[config.mk]
export PLATFORM = sky130hd
export DESIGN_NAME = mux4_rr_arbiter
export DESIGN_NICKNAME = d
export VERILOG_FILES = /design/src/rtl/mux4_arb_pkg.sv /design/src/rtl/mux4e.sv /design/src/rtl/mux4_rr_arbiter.sv
export SDC_FILE = /design/constraint.sdc
export NUM_CORES = 1
export LEC_CHECK = 0
export CORE_ASPECT_RATIO = 1.25
export CORE_MARGIN = 1.5
export CORE_UTILIZATION = 43
export CTS_CLUSTER_SIZE = 12
export DETAILED_ROUTE_END_ITERATION = 10
export PLACE_DENSITY = 0.79
export SKIP_LAST_GASP = 1
export SYNTH_ARGS = -nofsm -noshare
export SYNTH_HDL_FRONTEND = slang
export SYNTH_SLANG_ARGS = --single-unit
[constraint.sdc]
create_clock -name clk -period 1.72 [get_ports clk]
set_input_delay 0.172 -clock clk [delete_from_list [all_inputs] [get_ports clk]]
set_output_delay 0.172 -clock clk [all_outputs]
set_load 0.05 [all_outputs]
[src/rtl/mux4_arb_pkg.sv]
// Shared types, constants and the round-robin search used by the mux4_rr_arbiter block.
package mux4_arb_pkg;

  typedef enum logic {IDLE, BUSY} arb_state_t;

  localparam int N_REQ            = 4;
  localparam int MAX_HOLD_DEFAULT = 8;

  // Returns {found, idx}: first set bit of req in the order ptr+1, ptr+2, ptr+3, ptr.
  function automatic logic [2:0] rr_pick(input logic [N_REQ-1:0] req, input logic [1:0] ptr);
    logic [1:0] idx;
    rr_pick = 3'b000;
    for (int k = N_REQ; k >= 1; k--) begin
      idx = ptr + 2'(k);
      if (req[idx]) rr_pick = {1'b1, idx};
    end
  endfunction

  function automatic logic [N_REQ-1:0] onehot(input logic [1:0] idx);
    onehot = N_REQ'(1) << idx;
  endfunction

endpackage

[src/rtl/mux4e.sv]
// 4:1 enabled multiplexer: Y carries I[S] while E is high, otherwise 0.
module mux4e
  import mux4_arb_pkg::*;
(
  input  logic             E,
  input  logic [N_REQ-1:0] I,
  input  logic [1:0]       S,
  output logic             Y
);

  assign Y = E & I[S];

endmodule

[src/rtl/mux4_rr_arbiter.sv]
// Round-robin owner of a shared 4:1 enabled mux. Optional hold timeout with
// forced hand-off is compiled in when MUX4_ARB_TIMEOUT_EN is defined.
module mux4_rr_arbiter
  import mux4_arb_pkg::*;
#(
  parameter int MAX_HOLD = MAX_HOLD_DEFAULT,
  parameter int CW       = $clog2(MAX_HOLD)
) (
  input  logic             clk,
  input  logic             rst,
  input  logic [N_REQ-1:0] req,
  input  logic [N_REQ-1:0] I,
  output logic [N_REQ-1:0] gnt,
  output logic [1:0]       S,
  output logic             E,
  output logic             Y,
  output logic             busy
);

  // Handshake: req[i] is requester i's valid and gnt[i] its ready; while both
  // are high I[i] is carried on Y. Dropping req[i] releases the mux at the next
  // edge, where the grant either moves to the next requester or clears.

  arb_state_t       state_q, state_d;
  logic [1:0]       owner_q, owner_d;
  logic [1:0]       ptr_q, ptr_d;
  logic [N_REQ-1:0] gnt_q;
  logic [N_REQ-1:0] others;
  logic [2:0]       pick;
  logic             hand_off;
  logic             new_grant;
  logic             timeout;

  assign others = req & ~onehot(owner_q);

  always_comb begin
    state_d   = state_q;
    owner_d   = owner_q;
    ptr_d     = ptr_q;
    pick      = 3'b000;
    hand_off  = 1'b0;
    new_grant = 1'b0;
    case (state_q)
      IDLE: begin
        pick = rr_pick(req, ptr_q);
        if (pick[2]) begin
          state_d   = BUSY;
          owner_d   = pick[1:0];
          ptr_d     = pick[1:0];
          new_grant = 1'b1;
        end
      end
      BUSY: begin
        // Release and timeout share one path, so a coincident pair behaves as a release.
        hand_off = ~req[owner_q] | timeout;
        if (hand_off) begin
          pick = rr_pick(others, ptr_q);
          if (pick[2]) begin
            owner_d   = pick[1:0];
            ptr_d     = pick[1:0];
            new_grant = 1'b1;
          end else begin
            state_d = IDLE;
          end
        end
      end
      default: state_d = IDLE;
    endcase
  end

  always_ff @(posedge clk or posedge rst) begin
    if (rst) begin
      state_q <= IDLE;
      owner_q <= 2'd0;
      ptr_q   <= 2'd3;
      gnt_q   <= '0;
    end else begin
      state_q <= state_d;
      owner_q <= owner_d;
      ptr_q   <= ptr_d;
      gnt_q   <= (state_d == BUSY) ? onehot(owner_d) : '0;
    end
  end

`ifdef MUX4_ARB_TIMEOUT_EN
  localparam logic [CW-1:0] HOLD_LAST = CW'(MAX_HOLD - 1);

  logic [CW-1:0] cnt_q, cnt_d;

  assign timeout = (state_q == BUSY) && (cnt_q == HOLD_LAST) && (|others);

  always_comb begin
    cnt_d = cnt_q;
    if (new_grant || (state_d == IDLE)) begin
      cnt_d = '0;
    end else if (cnt_q != HOLD_LAST) begin
      cnt_d = cnt_q + 1'b1;
    end
  end

  always_ff @(posedge clk or posedge rst) begin
    if (rst) cnt_q <= '0;
    else     cnt_q <= cnt_d;
  end
`else
  // Without the timeout the hold limit has no logic behind it; only its value is kept.
  logic [CW-1:0] unused_hold_cfg;
  logic          unused_new_grant;

  assign unused_hold_cfg  = CW'(MAX_HOLD - 1);
  assign unused_new_grant = new_grant;
  assign timeout          = 1'b0;
`endif

  assign gnt  = gnt_q;
  assign S    = owner_q;
  assign E    = (state_q == BUSY);
  assign busy = (state_q == BUSY);

  mux4e u_mux (
    .E (E),
    .I (I),
    .S (S),
    .Y (Y)
  );

endmodule
# ---- Word-level counts from Yosys, hierarchy flattened
# Cells that the tools add are included.
dict set report totals {
  register_bits 9
  inputBits 10
  output_inout_bits 9
}
dict set report op_classes {
  addsub 3
  magnitude_cmp 5
  n_eq_ne 3
  shifts 2
  mux 44
  bitwise 4
  n_reduce_logical 1
}
# operator n
set op_table {}
lappend op_table {{$mux W3} 11}
lappend op_table {{$bmux W1 S2} 10}
lappend op_table {{$lt A2 B3 Y1 const B} 5}
lappend op_table {{$mux W1} 13}
lappend op_table {{$mux W2} 6}
lappend op_table {{$pmux W2 S2} 2}
lappend op_table {{$shl A1 B2 Y4 const A} 2}
lappend op_table {{$add A2 B2 Y2 const B} 2}
lappend op_table {{$and A4 B4 Y4} 1}
lappend op_table {{$mux W4} 1}
lappend op_table {{$ne A2 B2 Y1 const B} 2}
lappend op_table {{$not A4 Y4} 1}
lappend op_table {{$reduce_and A3 Y1} 1}
lappend op_table {{$add A2 B1 Y2 const B} 1}
lappend op_table {{$ne A2 B1 Y1 const B} 1}
lappend op_table {{$pmux W1 S2} 1}
lappend op_table {{$and A1 B1 Y1} 1}
lappend op_table {{$not A1 Y1} 1}

# ---- Depth between registers and ports, before layout
dict set report depth {
  depth_word 16
  depth_mapped 6
}

# ---- Hierarchy
# A second synthesis with hierarchy kept.
dict set report hier_totals {
  hier_cells 94
  hier_area_um2 787.0
}
# module instances cells_each area_each_um2 seq_area_each_um2
set by_module_without_submodules {}
lappend by_module_without_submodules {mux4_rr_arbiter 1 92 758.2 227.7}
lappend by_module_without_submodules {mux4e 1 2 28.8 0.0}

# ---- Worst setup path before layout
# No wires, ideal clock.
dict set report synth_timing {
  path_kind {register to register}
  start {register owner_q[1] (netlist: S[1])}
  end {register gnt_q[1] (netlist: gnt[1])}
  setup_time_ns 0.080
  t_arrival_ns 2.097
  t_required_ns 1.640
  path_slack_ns -0.457
  stages_incl_launch_ff 6
  n_path_buf 0
  period_less_slack_ns 2.177
  cell_sequence {dfrtp_1 mux2_2 o22a_1 a311o_1 o311ai_4 nor3b_2}
}
dict set report synth_between {
  elab_chain_len 16
  elab_cells_between_ends 28
  cone_classes {shift: 2; mux: 24; bitwise: 2}
}
# item line_no
set synth_lines {}
lappend synth_lines {{start: declaration} mux4_rr_arbiter.sv:25} ;# logic [1:0] owner_q, owner_d;
lappend synth_lines {{start signal: assignment} mux4_rr_arbiter.sv:79} ;# owner_q <= owner_d;
lappend synth_lines {{$shl A1 B2 Y4} mux4_arb_pkg.sv:20} ;# onehot = N_REQ'(1) << idx;
lappend synth_lines {{$not A4 Y4} mux4_rr_arbiter.sv:34} ;# assign others = req & ~onehot(owner_q);
lappend synth_lines {{$and A4 B4 Y4} mux4_rr_arbiter.sv:34}
lappend synth_lines {{$bmux W1 S2} mux4_arb_pkg.sv:15} ;# if (req[idx]) rr_pick = {1'b1, idx};
lappend synth_lines {{$mux W1 (not written as such)} mux4_arb_pkg.sv:15}
lappend synth_lines {{$mux W3 (4 in series)} mux4_arb_pkg.sv:15}
lappend synth_lines {{$mux W3} mux4_rr_arbiter.sv:56} ;# if (hand_off) begin
lappend synth_lines {{$mux W3} mux4_rr_arbiter.sv:43} ;# case (state_q)
lappend synth_lines {{$mux W2} mux4_rr_arbiter.sv:58} ;# if (pick[2]) begin
lappend synth_lines {{$mux W2 (*)} mux4_rr_arbiter.sv:56}
lappend synth_lines {{$pmux W2 S2 (*)} mux4_rr_arbiter.sv:43}
lappend synth_lines {{named net owner_d[0]} mux4_rr_arbiter.sv:25}
lappend synth_lines {{$shl A1 B2 Y4 (*)} mux4_arb_pkg.sv:20}
lappend synth_lines {{$mux W4 (*)} mux4_rr_arbiter.sv:81} ;# gnt_q <= (state_d == BUSY) ? onehot(owner_d) : '0;
lappend synth_lines {{end signal: assignment} mux4_rr_arbiter.sv:81}
lappend synth_lines {{end: declaration} mux4_rr_arbiter.sv:27} ;# logic [N_REQ-1:0] gnt_q;
# Mark *: on every way through the listed nets, which the timed path passes. The rest lies on a longest branch. The select of a mux whose other input is x is not followed.
# A chain may end at the register's enable or synchronous reset.

# ---- Worst setup path after layout
# Ends and elaborated chain as after synthesis.

==> flow_metrics.env <==
export IMPL_cap_violations=0
export IMPL_antenna_found_initial=0
export IMPL_cts_sinks=9
export IMPL_clk_pin_slew_worst_paths_ns=0.06
export IMPL_yosysSeqAreaShare_pct=28.9
export IMPL_regToRegStartpoint="S[1]$_DFF_PP0_"
export IMPL_p_total_mw=2.04
export IMPL_synth_nets=100
export IMPL_track_usage_pct=24.1
export IMPL_gp_congestion=0.825
export IMPL_cp_top_family="compound AO/OA/AOI/OAI gates"
export IMPL_port_buffers=18
export IMPL_worstPathCellList="mux2_4 -> o22a_1 -> a311o_1 -> o311ai_4 -> nor3b_2"
export IMPL_drtAntennaViolNets=0
export IMPL_dp_hpwl_mm=1.58
export IMPL_cts_hold_buf=0
export IMPL_p_sw_share_pct=45.7
export IMPL_cts_made_buffers=3
export IMPL_syn_cell_area_um2=787
export IMPL_initial_utilization_pct=45.1
export IMPL_die_width_um=41.3
export IMPL_synthTopCellsByArea="dfrtp_1 (22%), dfstp_2 (6.7%), nand2b_1 (6.4%)"
export IMPL_cts_tree="built"
export IMPL_post_route_min_period_ns=1.93
export IMPL_path_buf_inv=0
export IMPL_crit_path_max_fanout=5
export IMPL_fin_nets=137
export IMPL_dr_pass1_iters=4
export IMPL_grt_ovfl_total=0
export IMPL_r2r_setup_slack_ns=-0.21
export IMPL_slew_headroom_pct=66.6
export IMPL_pwr_share_seq_pct=21.1
export IMPL_core_mm2=0.00174
export IMPL_synth_largest_area_cell="dfrtp_1"
export IMPL_whs_ns=0.167
export IMPL_viasPerCell=5.70
export IMPL_path_class="flop to flop"
export IMPL_worst_ep_arrival_time_ns=2.11
export IMPL_power_density_mw_per_mm2=1740
export IMPL_crit_slowest_cell="dfrtp_2"
export IMPL_internal_power_mw=1.11
export IMPL_setup_violations=8
export IMPL_row_count=17
export IMPL_grt_pass1_vias=815
export IMPL_dieHeight_um=50.8
export IMPL_crit_path_max_incr_delay_ns=0.45
export IMPL_regToRegEndpoint="gnt[1]$_DFF_PP0_"
export IMPL_final_cell_mix="buf_4 (26), clkdlybuf4s50_1 (12), nand2b_1 (8)"
export IMPL_finalHoldViolations=0
export IMPL_timing_fmax_ghz=0.519
export IMPL_tightest_slew_ns=0.499
export IMPL_worst_slack_ns=-0.205
export IMPL_leakage_nw=0.527
export IMPL_cts_root_buf="clkbuf_4"
export IMPL_areaGrowthSynthToFinish_pct=49.3
export IMPL_syn_inst=90
export IMPL_rsz0062_at_grt="yes"
export IMPL_violations="setup timing"
export IMPL_slew_viol_final=0
export IMPL_synth_cell_types=41
export IMPL_fill_cells=140
export IMPL_switchingPower_mw=0.933
export IMPL_vdd_drop_max_uv=1100
export IMPL_final_common_cell="buf_4"
export IMPL_ios=19
export IMPL_clock_power_share_pct=7.9
export IMPL_routed_wirelength_mm=2.23
export IMPL_end_kind="flop"
export IMPL_worst_path_stages=5
export IMPL_grt_pass1_wl_mm=3.45
export IMPL_drc_errors=0
export IMPL_drt_initial_drc_count=13
export IMPL_status="complete, but fails checks"
export IMPL_synth_seq_cells=9
export IMPL_cp_data_required_time_ns=1.90
export IMPL_hold_class="primary input to async pin"
export IMPL_h_tree_depth=1
export IMPL_drive_above_1_share_pct=41.3
export IMPL_critPathLaunchType="flop"
export IMPL_clk_latency_ns=0.26
export IMPL_period_share_pct=112
export IMPL_clock_skew_ns=0.00374
export IMPL_die_area_mm2=0.00210
export IMPL_grt_max_degree=12
export IMPL_diodes=0
export IMPL_ctsLongestPathBuffers=2
export IMPL_yosysWarnings=0
export IMPL_p_comb_share_pct=71.0
export IMPL_synth_top_area_share_pct=22.3
export IMPL_avgRoutedWirePerCell_um=15.4
export IMPL_synth_area_per_cell_um2=8.74
export IMPL_finalSetupTns_ns=-0.770
export IMPL_vias=827
export IMPL_r2r_cells=5
-- stage by stage --
step           utilization, %  setup slack [ns]  cells  cell area (µm²)
3_5_place_dp             62.7            -0.472    139             1090
3_3_place_gp             62.7            -0.416    139             1090
4_1_cts                  66.4            -0.199    145             1160
6_report                 67.4            -0.205    145             1170
5_1_grt                  67.4            -0.258    145             1170
2_1_floorplan               -            -0.225     90              805
-- per-layer routing --
metal,vias to the layer above,GRT usage [%],routed length [µm]
met5,-,0,0
met4,0,9.68,32
met3,4,4.35,103
met2,32,40.6,1210
met1,396,28.4,887
li1,395,-,-
-- synth_stat cells (all sizes together) --
| library cell | number |
|---|---|
| nor2 | 5 |
| and2 | 1 |
| a211oi | 1 |
| nor3b | 2 |
| or2 | 2 |
| dfstp | 2 |
| nand4b | 1 |
| o211a | 1 |
| o21ai | 5 |
| a211o | 1 |
| o2111ai | 1 |
| mux2 | 3 |
| o22a | 1 |
| o211ai | 1 |
| a32oi | 1 |
| a21o | 5 |
| mux4 | 1 |
| a31o | 1 |
| dfrtp | 7 |
| nor4 | 1 |
| o31ai | 1 |
| nor3 | 1 |
| nand2b | 9 |
| a21bo | 1 |
| inv | 4 |
| nand2 | 6 |
| nor2b | 3 |
| nand3 | 3 |
| a31oi | 3 |
| a311o | 1 |
| clkbuf | 3 |
| maj3 | 1 |
| buf | 6 |
| o311ai | 1 |
| a21oi | 4 |
-- timing repair --
item,CTS,global route
setup buffers,2,0
resized for setup,7,4
pin swaps,4,2
setup endpoints to repair,9,9
-- flip-flops by register name (all words and copies together), names as in the netlist --
register / flops
gnt: 4
S: 2
E: 1
ptr_q: 2
-- how the worst max path moves through the flow --
stage / start / to / slack [ns]
finish: S[1]$_DFF_PP0_ / gnt[1]$_DFF_PP0_ / -0.21
global route: S[1]$_DFF_PP0_ / gnt[1]$_DFF_PP0_ / -0.26
CTS: S[1]$_DFF_PP0_ / gnt[1]$_DFF_PP0_ / -0.20
detailed placement: req[3] / gnt[1]$_DFF_PP0_ / -0.47
global placement: req[3] / gnt[1]$_DFF_PP0_ / -0.42
floorplan: S[1]$_DFF_PP0_ / gnt[1]$_DFF_PP0_ / -0.22
-- kinds of logic after synthesis --
kind of cell,share of synthesized area [%]
and+or+nand+nor,25.1
AOI/OAI and AO/OA,28.5
buffers and inverters,8.90
DFF,28.9
muxes,7.15
adders and majority gates,1.43
-- power by group through the flow --
stage / clock, mW / sequential (mW) / combinational [mW]
detailed placement: 0 / 0.425 / 1.32
finish: 0.162 / 0.430 / 1.45
CTS: 0.166 / 0.422 / 1.41
global route: 0.176 / 0.437 / 1.54
global placement: 0 / 0.424 / 1.30
floorplan: 0 / 0.607 / 0.699
-- cell type report --
type	count	area, µm²	area share [%]
timing repair buffer	41	350	29.8
inverter	4	15.0	1.28
clock buffer	4	26.3	2.24
sequential	9	231	19.7
tap	19	23.8	2.02
multi-input combinational	68	528	44.9
No activity file was read; power rests on OpenSTA's default activity.
